### config.mk
export PLATFORM = sky130hd
export DESIGN_NAME = oc8051_cxrom_arb
export DESIGN_NICKNAME = d
export VERILOG_FILES = /design/src/rtl/oc8051_cxrom_pkg.sv /design/src/rtl/oc8051_rr_arb2.sv /design/src/rtl/oc8051_cxrom_arb.sv
export SDC_FILE = /design/constraint.sdc
export NUM_CORES = 1
export LEC_CHECK = 0
export BUFFER_PORTS_ARGS = -buffer_cell sky130_fd_sc_hd__buf_4
export CORE_ASPECT_RATIO = 0.8
export CORE_MARGIN = 3
export CORE_UTILIZATION = 42
export CTS_CLUSTER_SIZE = 40
export DETAILED_ROUTE_END_ITERATION = 7
export PLACE_DENSITY = 0.75
export SKIP_CTS_REPAIR_TIMING = 1
export SLEW_MARGIN = 20
export SYNTH_ARGS = -nofsm -noshare
export SYNTH_HDL_FRONTEND = slang
export SYNTH_HIERARCHICAL = 1
export SYNTH_SLANG_ARGS = --single-unit
### constraint.sdc
create_clock -name clk -period 3.45 [get_ports clk]
set_input_delay 0.1725 -clock clk [delete_from_list [all_inputs] [get_ports clk]]
set_output_delay 0.1725 -clock clk [all_outputs]
set_load 0.005 [all_outputs]
### src/rtl/oc8051_cxrom_pkg.sv
// ============================================================================
// Module      : oc8051_cxrom_pkg
// Description : Shared widths and types for the dual-port code-ROM arbiter.
// Revision    : 1.0 - initial release
// ============================================================================
`default_nettype none

package oc8051_cxrom_pkg;

    localparam int c_ADDR_W = 16;
    localparam int c_DATA_W = 32;

    typedef enum logic {
        PORT0 = 1'b0,
        PORT1 = 1'b1
    } port_idx_e;

    typedef enum logic {
        ST_IDLE = 1'b0,
        ST_ACK  = 1'b1
    } port_st_e;

endpackage

`default_nettype wire

### src/rtl/oc8051_rr_arb2.sv
// ============================================================================
// Module      : oc8051_rr_arb2
// Description : Two-way round-robin arbiter; ptr_i names the favoured port.
// Revision    : 1.0 - initial release
// ============================================================================
`default_nettype none

module oc8051_rr_arb2
    import oc8051_cxrom_pkg::*;
(
    input  logic [1:0] elig_i,
    input  port_idx_e  ptr_i,
    output logic [1:0] gnt_o,
    output logic       upd_o,
    output port_idx_e  ptr_nxt_o
);

    always_comb begin
        gnt_o = 2'b00;
        case (elig_i)
            2'b01:   gnt_o = 2'b01;
            2'b10:   gnt_o = 2'b10;
            2'b11:   gnt_o = (ptr_i == PORT0) ? 2'b01 : 2'b10;
            default: gnt_o = 2'b00;
        endcase
    end

    // The loser of this grant becomes the favoured port next time.
    assign upd_o     = |elig_i;
    assign ptr_nxt_o = gnt_o[0] ? PORT1 : PORT0;

endmodule

`default_nettype wire

### src/rtl/oc8051_cxrom_arb.sv
// ============================================================================
// Module      : oc8051_cxrom_arb
// Description : Round-robin arbiter sharing one combinational code ROM
//               between two read ports; ack one cycle after grant.
//               Optional grant counters when CXROM_ARB_STATS_EN is defined.
// Revision    : 1.0 - initial release
// ============================================================================
`default_nettype none

module oc8051_cxrom_arb
    import oc8051_cxrom_pkg::*;
#(
    parameter int unsigned ROM_DEPTH = 65536,
    parameter int          ADDR_W    = c_ADDR_W,
    parameter int          DATA_W    = c_DATA_W
) (
    input  logic              clk,
    input  logic              rst,
    input  logic              req0,
    input  logic [ADDR_W-1:0] addr0,
    output logic              ack0,
    output logic [DATA_W-1:0] data0,
    output logic              err0,
    input  logic              req1,
    input  logic [ADDR_W-1:0] addr1,
    output logic              ack1,
    output logic [DATA_W-1:0] data1,
    output logic              err1,
`ifdef CXROM_ARB_STATS_EN
    output logic [15:0]       gnt_cnt0,
    output logic [15:0]       gnt_cnt1,
`endif
    output logic [ADDR_W-1:0] rom_addr,
    input  logic [DATA_W-1:0] rom_data
);

    logic              run_q;
    port_idx_e         ptr_q;
    port_idx_e         ptr_d;
    logic              ptr_upd;
    logic [1:0]        w_req;
    logic [1:0]        w_elig;
    logic [1:0]        w_gnt;
    logic [1:0]        w_ack;
    logic [1:0]        w_err;
    logic [DATA_W-1:0] w_data [2];
    logic              w_oor;
`ifdef CXROM_ARB_STATS_EN
    logic [15:0]       w_cnt [2];
`endif

    assign w_req = {req1, req0};

    // Holds off arbitration until the first clock edge after reset release.
    always_ff @(posedge clk or negedge rst) begin
        if (!rst) run_q <= 1'b0;
        else      run_q <= 1'b1;
    end

    always_ff @(posedge clk or negedge rst) begin
        if (!rst)         ptr_q <= PORT0;
        else if (ptr_upd) ptr_q <= ptr_d;
    end

    oc8051_rr_arb2 u_arb (
        .elig_i    (w_elig),
        .ptr_i     (ptr_q),
        .gnt_o     (w_gnt),
        .upd_o     (ptr_upd),
        .ptr_nxt_o (ptr_d)
    );

    assign rom_addr = w_gnt[1] ? addr1 : addr0;
    assign w_oor    = (32'(rom_addr) >= ROM_DEPTH);

    for (genvar i = 0; i < 2; i++) begin : g_port
        port_st_e          st_q;
        logic              ack_q;
        logic              err_q;
        logic [DATA_W-1:0] data_q;

        assign w_elig[i] = run_q & w_req[i] & (st_q == ST_IDLE);

        always_ff @(posedge clk or negedge rst) begin
            if (!rst) begin
                st_q   <= ST_IDLE;
                ack_q  <= 1'b0;
                err_q  <= 1'b0;
                data_q <= '0;
            end else begin
                ack_q <= 1'b0;
                case (st_q)
                    ST_IDLE: begin
                        if (w_gnt[i]) begin
                            st_q   <= ST_ACK;
                            ack_q  <= 1'b1;
                            err_q  <= w_oor;
                            data_q <= w_oor ? '0 : rom_data;
                        end
                    end
                    ST_ACK:  st_q <= ST_IDLE;
                    default: st_q <= ST_IDLE;
                endcase
            end
        end

        assign w_ack[i]  = ack_q;
        assign w_err[i]  = err_q;
        assign w_data[i] = data_q;

`ifdef CXROM_ARB_STATS_EN
        logic [15:0] cnt_q;

        always_ff @(posedge clk or negedge rst) begin
            if (!rst)                             cnt_q <= '0;
            else if (w_gnt[i] && cnt_q != 16'hFFFF) cnt_q <= cnt_q + 16'd1;
        end

        assign w_cnt[i] = cnt_q;
`endif
    end

    assign ack0  = w_ack[0];
    assign ack1  = w_ack[1];
    assign err0  = w_err[0];
    assign err1  = w_err[1];
    assign data0 = w_data[0];
    assign data1 = w_data[1];
`ifdef CXROM_ARB_STATS_EN
    assign gnt_cnt0 = w_cnt[0];
    assign gnt_cnt1 = w_cnt[1];
`endif

endmodule

`default_nettype wire

==> reports/qor.tcl, run 1 <==
set qor(outcome) {finished clean}
set qor(worstSetupStartpointType) {flip-flop}
set qor(mostFrequentLayoutCell) {sky130_fd_sc_hd__buf_4}
set qor(synthToLayoutAreaGrowth_pct) 45.7
set qor(place_worst_setup_slack_ns) 1.18
set qor(die_area_mm2) 0.00796
set qor(num-nets-final) 393
set qor(yosysSeqAreaShare) 0.586
set qor(maximum_number_of_pins_on_one_net_before_global_route_repair) 69
set qor(detail_route.first_pass.iterations) 4
set qor(dp.final_hpwl_mm) 4.93
set qor(synth_area_leader_cell) {sky130_fd_sc_hd__dfrtp_1}
set qor(routed-via-count) 1987
set qor(maxSlewViolCount) 0
set qor(grt.total_usage) 0.177
set qor(final_hold_vios) 0
set qor(finalWorstPathRequiredPeriod_ns) 2.23
set qor(tritoncts.num_buffers) 9
set qor(final-seq-area_mm2) 0.00170
set qor(drt-total-wl_mm) 6.84
set qor(place.detailed.instances) 397
set qor(finalSetupViolCount) 0
set qor(post_route_cells_drive_above_1_share) 0.752
set qor(nFillCells) 516
set qor(finish.cell_count_without_fillers) 414
set qor(fin_util) 0.648
set qor(min-delay-path-class) {input pin to flip-flop}
set qor(floorplan.initialDensity) 0.444
set qor(cts.root.buffer_cell) {sky130_fd_sc_hd__clkbuf_8}
set qor(worst_setup_path_end_kind) {flip-flop}
set qor(max_cap_violations) 0
set qor(timing.final.crit_share) 0.647
set qor(core_mm2) 0.00654
set qor(num_antenna_cells) 0
set qor(synth_area_leaders) {sky130_fd_sc_hd__dfrtp_1, sky130_fd_sc_hd__mux2_2, sky130_fd_sc_hd__mux2_4, sky130_fd_sc_hd__buf_6, sky130_fd_sc_hd__buf_4}
set qor(clk_transition_reported_paths_ns) 0.07
set qor(die_width_um) 99.0
set qor(post_drt_via_cell_ratio) 4.80
set qor(fmax_mhz) 448
set qor(critPathKind) {flip-flop to flip-flop}
set qor(grt_first_pass_wirelength_mm) 10.7
set qor(dr_wl_met2_mm) 3.47
set qor(required_time_worst_endpoint_ns) 3.67
set qor(clkSinkCount) 68
set qor(std_cell_rows) 26
set qor(floorplan.io_pins) 152
set qor(detail_route.iter0.violations) 42
set qor(netlist_instances) 175
set qor(uppermost_layer_routed) {met4}
set qor(rsz0062_at_grt) {no}
set qor(grt-ovfl-total) 0
set qor(cts_max_path_buffers) 2
set qor(final_replace_weighted_congestion) 0.712
set qor(multi_input_comb_area_mm2) 0.00110
set qor(worst_setup_skew_after_layout_ns) 0.00630
set qor(clock_tree.htree_level_count) 3
set qor(route.layer.met1.wl_mm) 2.57
set qor(cp_max_fo) 33
set qor(timing.slew.headroom) 0.368
set qor(met3_length_um) 758
set qor(timing.critical_path.arrival_ns) 2.45
set qor(detail_route.wl_per_cell_um) 16.5
set qor(synth_cell_types) 14
set qor(power_mw) 2.43
set qor(clock_insertion_delay_worst_skew_ns) 0.34
set qor(postLayoutSetupSlackWorst_ns) 1.22
set qor(tritoncts_clock_tree) {done}
set qor(vdd_drop_max_uv) 372
set qor(postRouteAntennaNets) 0
set qor(grt_antenna_before_repair) 0
set qor(floorplan.die.height_um) 80.4
set qor(yosys_top_cell_area_share) 0.586
set qor(layout_common_cells) {sky130_fd_sc_hd__buf_4, sky130_fd_sc_hd__dfrtp_1, sky130_fd_sc_hd__mux2_2}
set qor(timing.setup.tns_ns) 0
set qor(port-buffer-count) 149
set qor(worst_margin_pin_slew_ns) 0.946
set qor(ys_seq_elements) 68
set qor(syn_area_mm2) 0.00291
set qor(post-route-drc-count) 0
set qor(number_of_warnings_printed_during_yosys_synthesis) 6
set qor(leakagePower_nw) 2.14
set qor(avgSynthCellArea_um2) 16.6
set qor(grt_pass1_vias) 2080
set qor(cellPowerDensity_mw_per_mm2) 574
==> report_power, final <==
part / internal, mW / switching (mW)
clock network: 0.331 / 0.291
registers: 0.984 / 0.112
logic: 0.497 / 0.215
total: 1.81 / 0.618
==> path summary, 6_finish.rpt <==
kind / from / to / slack [ns] / cells past startpoint
worst max register to register: ack0 / data0[20] / 1.22 / 4
worst min register to register: data0[23] / data0[23] / 0.51 / 1
max in group asynchronous: rst / data0[6] / 2.42 / 2
worst min-delay path: rom_data[12] / data1[12] / 0.07 / 2
min in group asynchronous: rst / data0[14] / 0.49 / 2
worst max-delay path: ack0 / data0[20] / 1.22 / 4
==> critical path, stage by stage, from the launching register on <==
cell and delay [ns]:
sky130_fd_sc_hd__dfrtp_1 0.42, sky130_fd_sc_hd__nor2_1 0.21, sky130_fd_sc_hd__a21boi_1 0.24, sky130_fd_sc_hd__nor2b_4 0.81
sky130_fd_sc_hd__mux2_2 0.42
==> per-stage QoR <==
stage / instance area (um2) / hold WS (ns)
3_3_place_gp: 4040 / 0.334
5_1_grt: 4230 / 0.0375
3_5_place_dp: 4040 / 0.336
6_report: 4230 / 0.0705
4_1_cts: 4220 / -0.0504
2_1_floorplan: 2910 / -0.123
==> logic make-up after synthesis <==
group | synth area share
buf+inv | 0.0409
mux | 0.351
simple gates | 0.0142
flops | 0.586
compound gates | 0.00517
other cells | 0.00258
==> sequential cells by signal, indices dropped and copies added (netlist names) <==
register,count
data0,32
data1,32
ack0,1
ack1,1
ptr_q,1
run_q,1
==> metal layers <==
| metal | vias up | GRT usage |
|---|---|---|
| met3 | 4 | 0.0903 |
| met1 | 982 | 0.203 |
| met2 | 98 | 0.294 |
| met4 | 0 | 0.0491 |
| li1 | 903 | - |
| met5 | - | 0 |
==> cells in the mapped netlist <==
cell type and number:
sky130_fd_sc_hd__dfrtp_1 68, sky130_fd_sc_hd__mux2_2 52, sky130_fd_sc_hd__mux2_4 29, sky130_fd_sc_hd__buf_4 6, sky130_fd_sc_hd__buf_6 5, sky130_fd_sc_hd__a21boi_1 2
sky130_fd_sc_hd__buf_2 2, sky130_fd_sc_hd__conb_1 2, sky130_fd_sc_hd__inv_1 2, sky130_fd_sc_hd__nand2_1 2, sky130_fd_sc_hd__nor2_1 2, sky130_fd_sc_hd__nand2b_4 1
sky130_fd_sc_hd__nor2b_1 1, sky130_fd_sc_hd__or2_1 1
==> layout make-up <==
| cell class | count | area share |
|---|---|---|
| flip-flops and latches | 68 | 0.402 |
| repair buffers | 151 | 0.268 |
| multi-input cells | 93 | 0.260 |
| clock buffers | 11 | 0.0310 |
| well taps | 84 | 0.0248 |
| clock inverters | 5 | 0.0124 |
| inverters | 2 | 0.00177 |
Note: power is estimated with default switching activity, not from simulation.
==> inputs of run 2 (changes only) <==
--- a/config.mk
+++ b/config.mk
@@ -8,10 +8,10 @@
 export BUFFER_PORTS_ARGS = -buffer_cell sky130_fd_sc_hd__buf_4
 export CORE_ASPECT_RATIO = 0.8
 export CORE_MARGIN = 3
-export CORE_UTILIZATION = 42
+export CORE_UTILIZATION = 41
 export CTS_CLUSTER_SIZE = 40
 export DETAILED_ROUTE_END_ITERATION = 7
-export PLACE_DENSITY = 0.75
+export PLACE_DENSITY = 0.77
 export SKIP_CTS_REPAIR_TIMING = 1
 export SLEW_MARGIN = 20
 export SYNTH_ARGS = -nofsm -noshare
==> constraint.sdc (replaced) <==
create_clock -name clk -period 2 [get_ports clk]
set_input_delay 0.1 -clock clk [delete_from_list [all_inputs] [get_ports clk]]
set_output_delay 0.1 -clock clk [all_outputs]
set_load 0.005 [all_outputs]
==> run 2 against run 1 <==
- wire length increased by 5.5%
- sequential share of layout area decreased by 3.3 points
- clock skew increased by 0.0023 ns
- cell count increased by 7.2%
- core utilization increased by 4.7 points
- power increased by 82%
- flip-flop and latch count unchanged
- worst hold slack got worse by 0.063 ns
- register-to-register slack got worse by 1.1 ns
- critical path type is now flip-flop to output pin
- critical endpoint is now rom_addr[2]
- largest cell class unchanged
==> reports/qor.tcl, run 2 (same netlist as run 1, synthesis figures left out) <==
set qor(critPathKind) {flip-flop to output pin}
set qor(die_area_mm2) 0.00814
set qor(post_drt_via_cell_ratio) 4.62
set qor(switching_share) 0.246
set qor(clkPwrFrac) 0.280
set qor(core_mm2) 0.00664
set qor(cts.root.buffer_cell) {sky130_fd_sc_hd__clkbuf_8}
set qor(critical-path-top-delay-family) {flip-flops}
set qor(worstPathCellList) {nor2_1 -> a21boi_4 -> buf_8 -> mux2_2 -> buf_4}
set qor(final_hold_vios) 0
set qor(grt_first_pass_wirelength_mm) 10.5
set qor(p_seq_frac) 0.427
set qor(place_area_mm2) 0.00411
set qor(floorplan.initialDensity) 0.438
set qor(min-delay-path-class) {input pin to flip-flop}
set qor(timing.critical_path.arrival_ns) 1.79
set qor(rsz0062_at_grt) {no}
set qor(multi_input_comb_area_mm2) 0.00111
set qor(detail_route.wl_per_cell_um) 16.3
set qor(mostFrequentLayoutCell) {sky130_fd_sc_hd__buf_4}
set qor(crit-reg2reg-capture) {data0[11]}
set qor(clock_insertion_delay_worst_skew_ns) 0.33
set qor(final_replace_weighted_congestion) 0.731
set qor(post_layout_inst_area_mm2) 0.00461
set qor(postRouteAntennaNets) 0
set qor(critical_path_buffer_and_inverter_count) 2
set qor(dp.final_hpwl_mm) 5.10
set qor(routed-via-count) 2051
set qor(crit_start) {ack1}
set qor(cp_slowest_cell) {sky130_fd_sc_hd__dfrtp_1}
set qor(vdd_drop_max_uv) 686
set qor(worstReg2RegStart) {ack0}
set qor(detail_route.first_pass.iterations) 4
set qor(worst_setup_skew_after_layout_ns) 0.00859
set qor(tritoncts_clock_tree) {done}
set qor(worstSetupStartpointType) {flip-flop}
set qor(pwr-share-comb) 0.294
set qor(layout_common_cells) {sky130_fd_sc_hd__buf_4, sky130_fd_sc_hd__dfrtp_1, sky130_fd_sc_hd__mux2_2}
set qor(cp_max_fo) 16
set qor(worst_setup_path_end_kind) {output pin}
set qor(floorplan.die.height_um) 81.3
set qor(timing.final.crit_share) 0.944
set qor(finalSetupViolCount) 0
set qor(drt-total-wl_mm) 7.22
set qor(fmax_mhz) 530
set qor(final-seq-area_mm2) 0.00170
set qor(hold_end) {data1[5]}
set qor(port-buffer-count) 149
set qor(synthToLayoutAreaGrowth_pct) 58.6
set qor(timing.reg2reg.worst_path_depth) 5
set qor(post-route-drc-count) 0
set qor(grt_antenna_before_repair) 0
set qor(nFillCells) 477
set qor(tritoncts.num_buffers) 9
set qor(post_route_cells_drive_above_1_share) 0.706
set qor(finalWorstPathRequiredPeriod_ns) 1.89
set qor(leakagePower_nw) 2.31
set qor(fin_worst_hold_slack_ns) 0.00779
set qor(num_antenna_cells) 0
set qor(cts_max_path_buffers) 2
set qor(die_width_um) 100
set qor(required_time_worst_endpoint_ns) 1.90
set qor(worst_margin_pin_slew_ns) 0.868
set qor(grt_pass1_vias) 2063
set qor(instance_count_along_the_most_critical_hold_path) 2
set qor(netSwitchingPower_mw) 1.09
set qor(detail_route.iter0.violations) 37
set qor(std_cell_rows) 26
set qor(max_cap_violations) 0
set qor(grt.total_usage) 0.169
set qor(maximum_number_of_pins_on_one_net_before_global_route_repair) 69
set qor(floorplan.io_pins) 152
set qor(num-nets-final) 423
set qor(outcome) {finished clean}
set qor(clkSinkCount) 68
set qor(fin_util) 0.694
set qor(cellInternalPower_mw) 3.34
set qor(reg2reg_slack_ns) 0.15
set qor(maxSlewViolCount) 0
set qor(timing.slew.headroom) 0.421
set qor(max_incr_delay_on_cp_ns) 0.39
set qor(clk_transition_reported_paths_ns) 0.07
set qor(grt-ovfl-total) 0
set qor(cellPowerDensity_mw_per_mm2) 961
set qor(hold_start) {rom_data[5]}
set qor(clock_tree.htree_level_count) 3
## run 2: cell count changes in the layout (fill, tap and decap cells not counted)
cell / delta
sky130_fd_sc_hd__clkbuf_8: +1
sky130_fd_sc_hd__buf_4: +1
sky130_fd_sc_hd__buf_8: +1
sky130_fd_sc_hd__buf_12: +3
sky130_fd_sc_hd__a21boi_4: +1
sky130_fd_sc_hd__clkinvlp_4: -1
sky130_fd_sc_hd__clkbuf_1: -1
sky130_fd_sc_hd__a21boi_2: -1
sky130_fd_sc_hd__dlygate4sd3_1: +25
sky130_fd_sc_hd__bufinv_16: +1
## run 2: worst register-to-register path, stage by stage, from the launching register on
cell	delay (ns)
sky130_fd_sc_hd__dfrtp_1	0.42
sky130_fd_sc_hd__nor2_1	0.27
sky130_fd_sc_hd__a21boi_1	0.26
sky130_fd_sc_hd__nor2b_4	0.21
sky130_fd_sc_hd__buf_4	0.22
sky130_fd_sc_hd__mux2_2	0.35
## run 2: final cells by class
cell class,count,share of cell area
clock buffer,11,0.0307
clock inverter,5,0.0163
tap,84,0.0228
sequential,68,0.369
inverter,2,0.00163
multi-input combinational,93,0.240
timing repair buffer,181,0.319
## run 2: layer usage
metal,GRT usage,vias to the layer above,share of wire
li1,-,958,-
met1,0.192,984,0.38
met3,0.0704,8,0.11
met2,0.290,101,0.50
met5,0,-,0
met4,0.0565,0,0.011
## run 2: worst max path at each step
stage                     slack [ns]           end  depth (start not counted)
final                           0.11   rom_addr[2]                          5
after detailed placement        0.23     data0[17]                          5
after global placement          0.31      data0[9]                          5
after CTS                      -0.04   rom_addr[2]                          5
after global routing            0.02  rom_addr[15]                          5
after floorplan                 0.30      data0[0]                          7
## run 2: metrics by stage
stage / total power [mW] / cells / setup TNS, ns / worst slack (ns)
after floorplan: 2.40 / 176 / 0 / 0.299
after global placement: 3.15 / 401 / 0 / 0.310
after detailed placement: 3.18 / 401 / 0 / 0.234
after CTS: 4.44 / 417 / -0.608 / -0.0441
after global routing: 4.66 / 444 / 0 / 0.0199
final: 4.43 / 444 / 0 / 0.112
## run 2: power groups by stage
stage	Sequential (mW)	Clock [mW]	Combinational (mW)
after floorplan	1.91	0	0.496
after CTS	1.89	1.27	1.28
after detailed placement	1.91	0	1.28
final	1.89	1.24	1.30
after global routing	1.93	1.32	1.40
after global placement	1.90	0	1.25
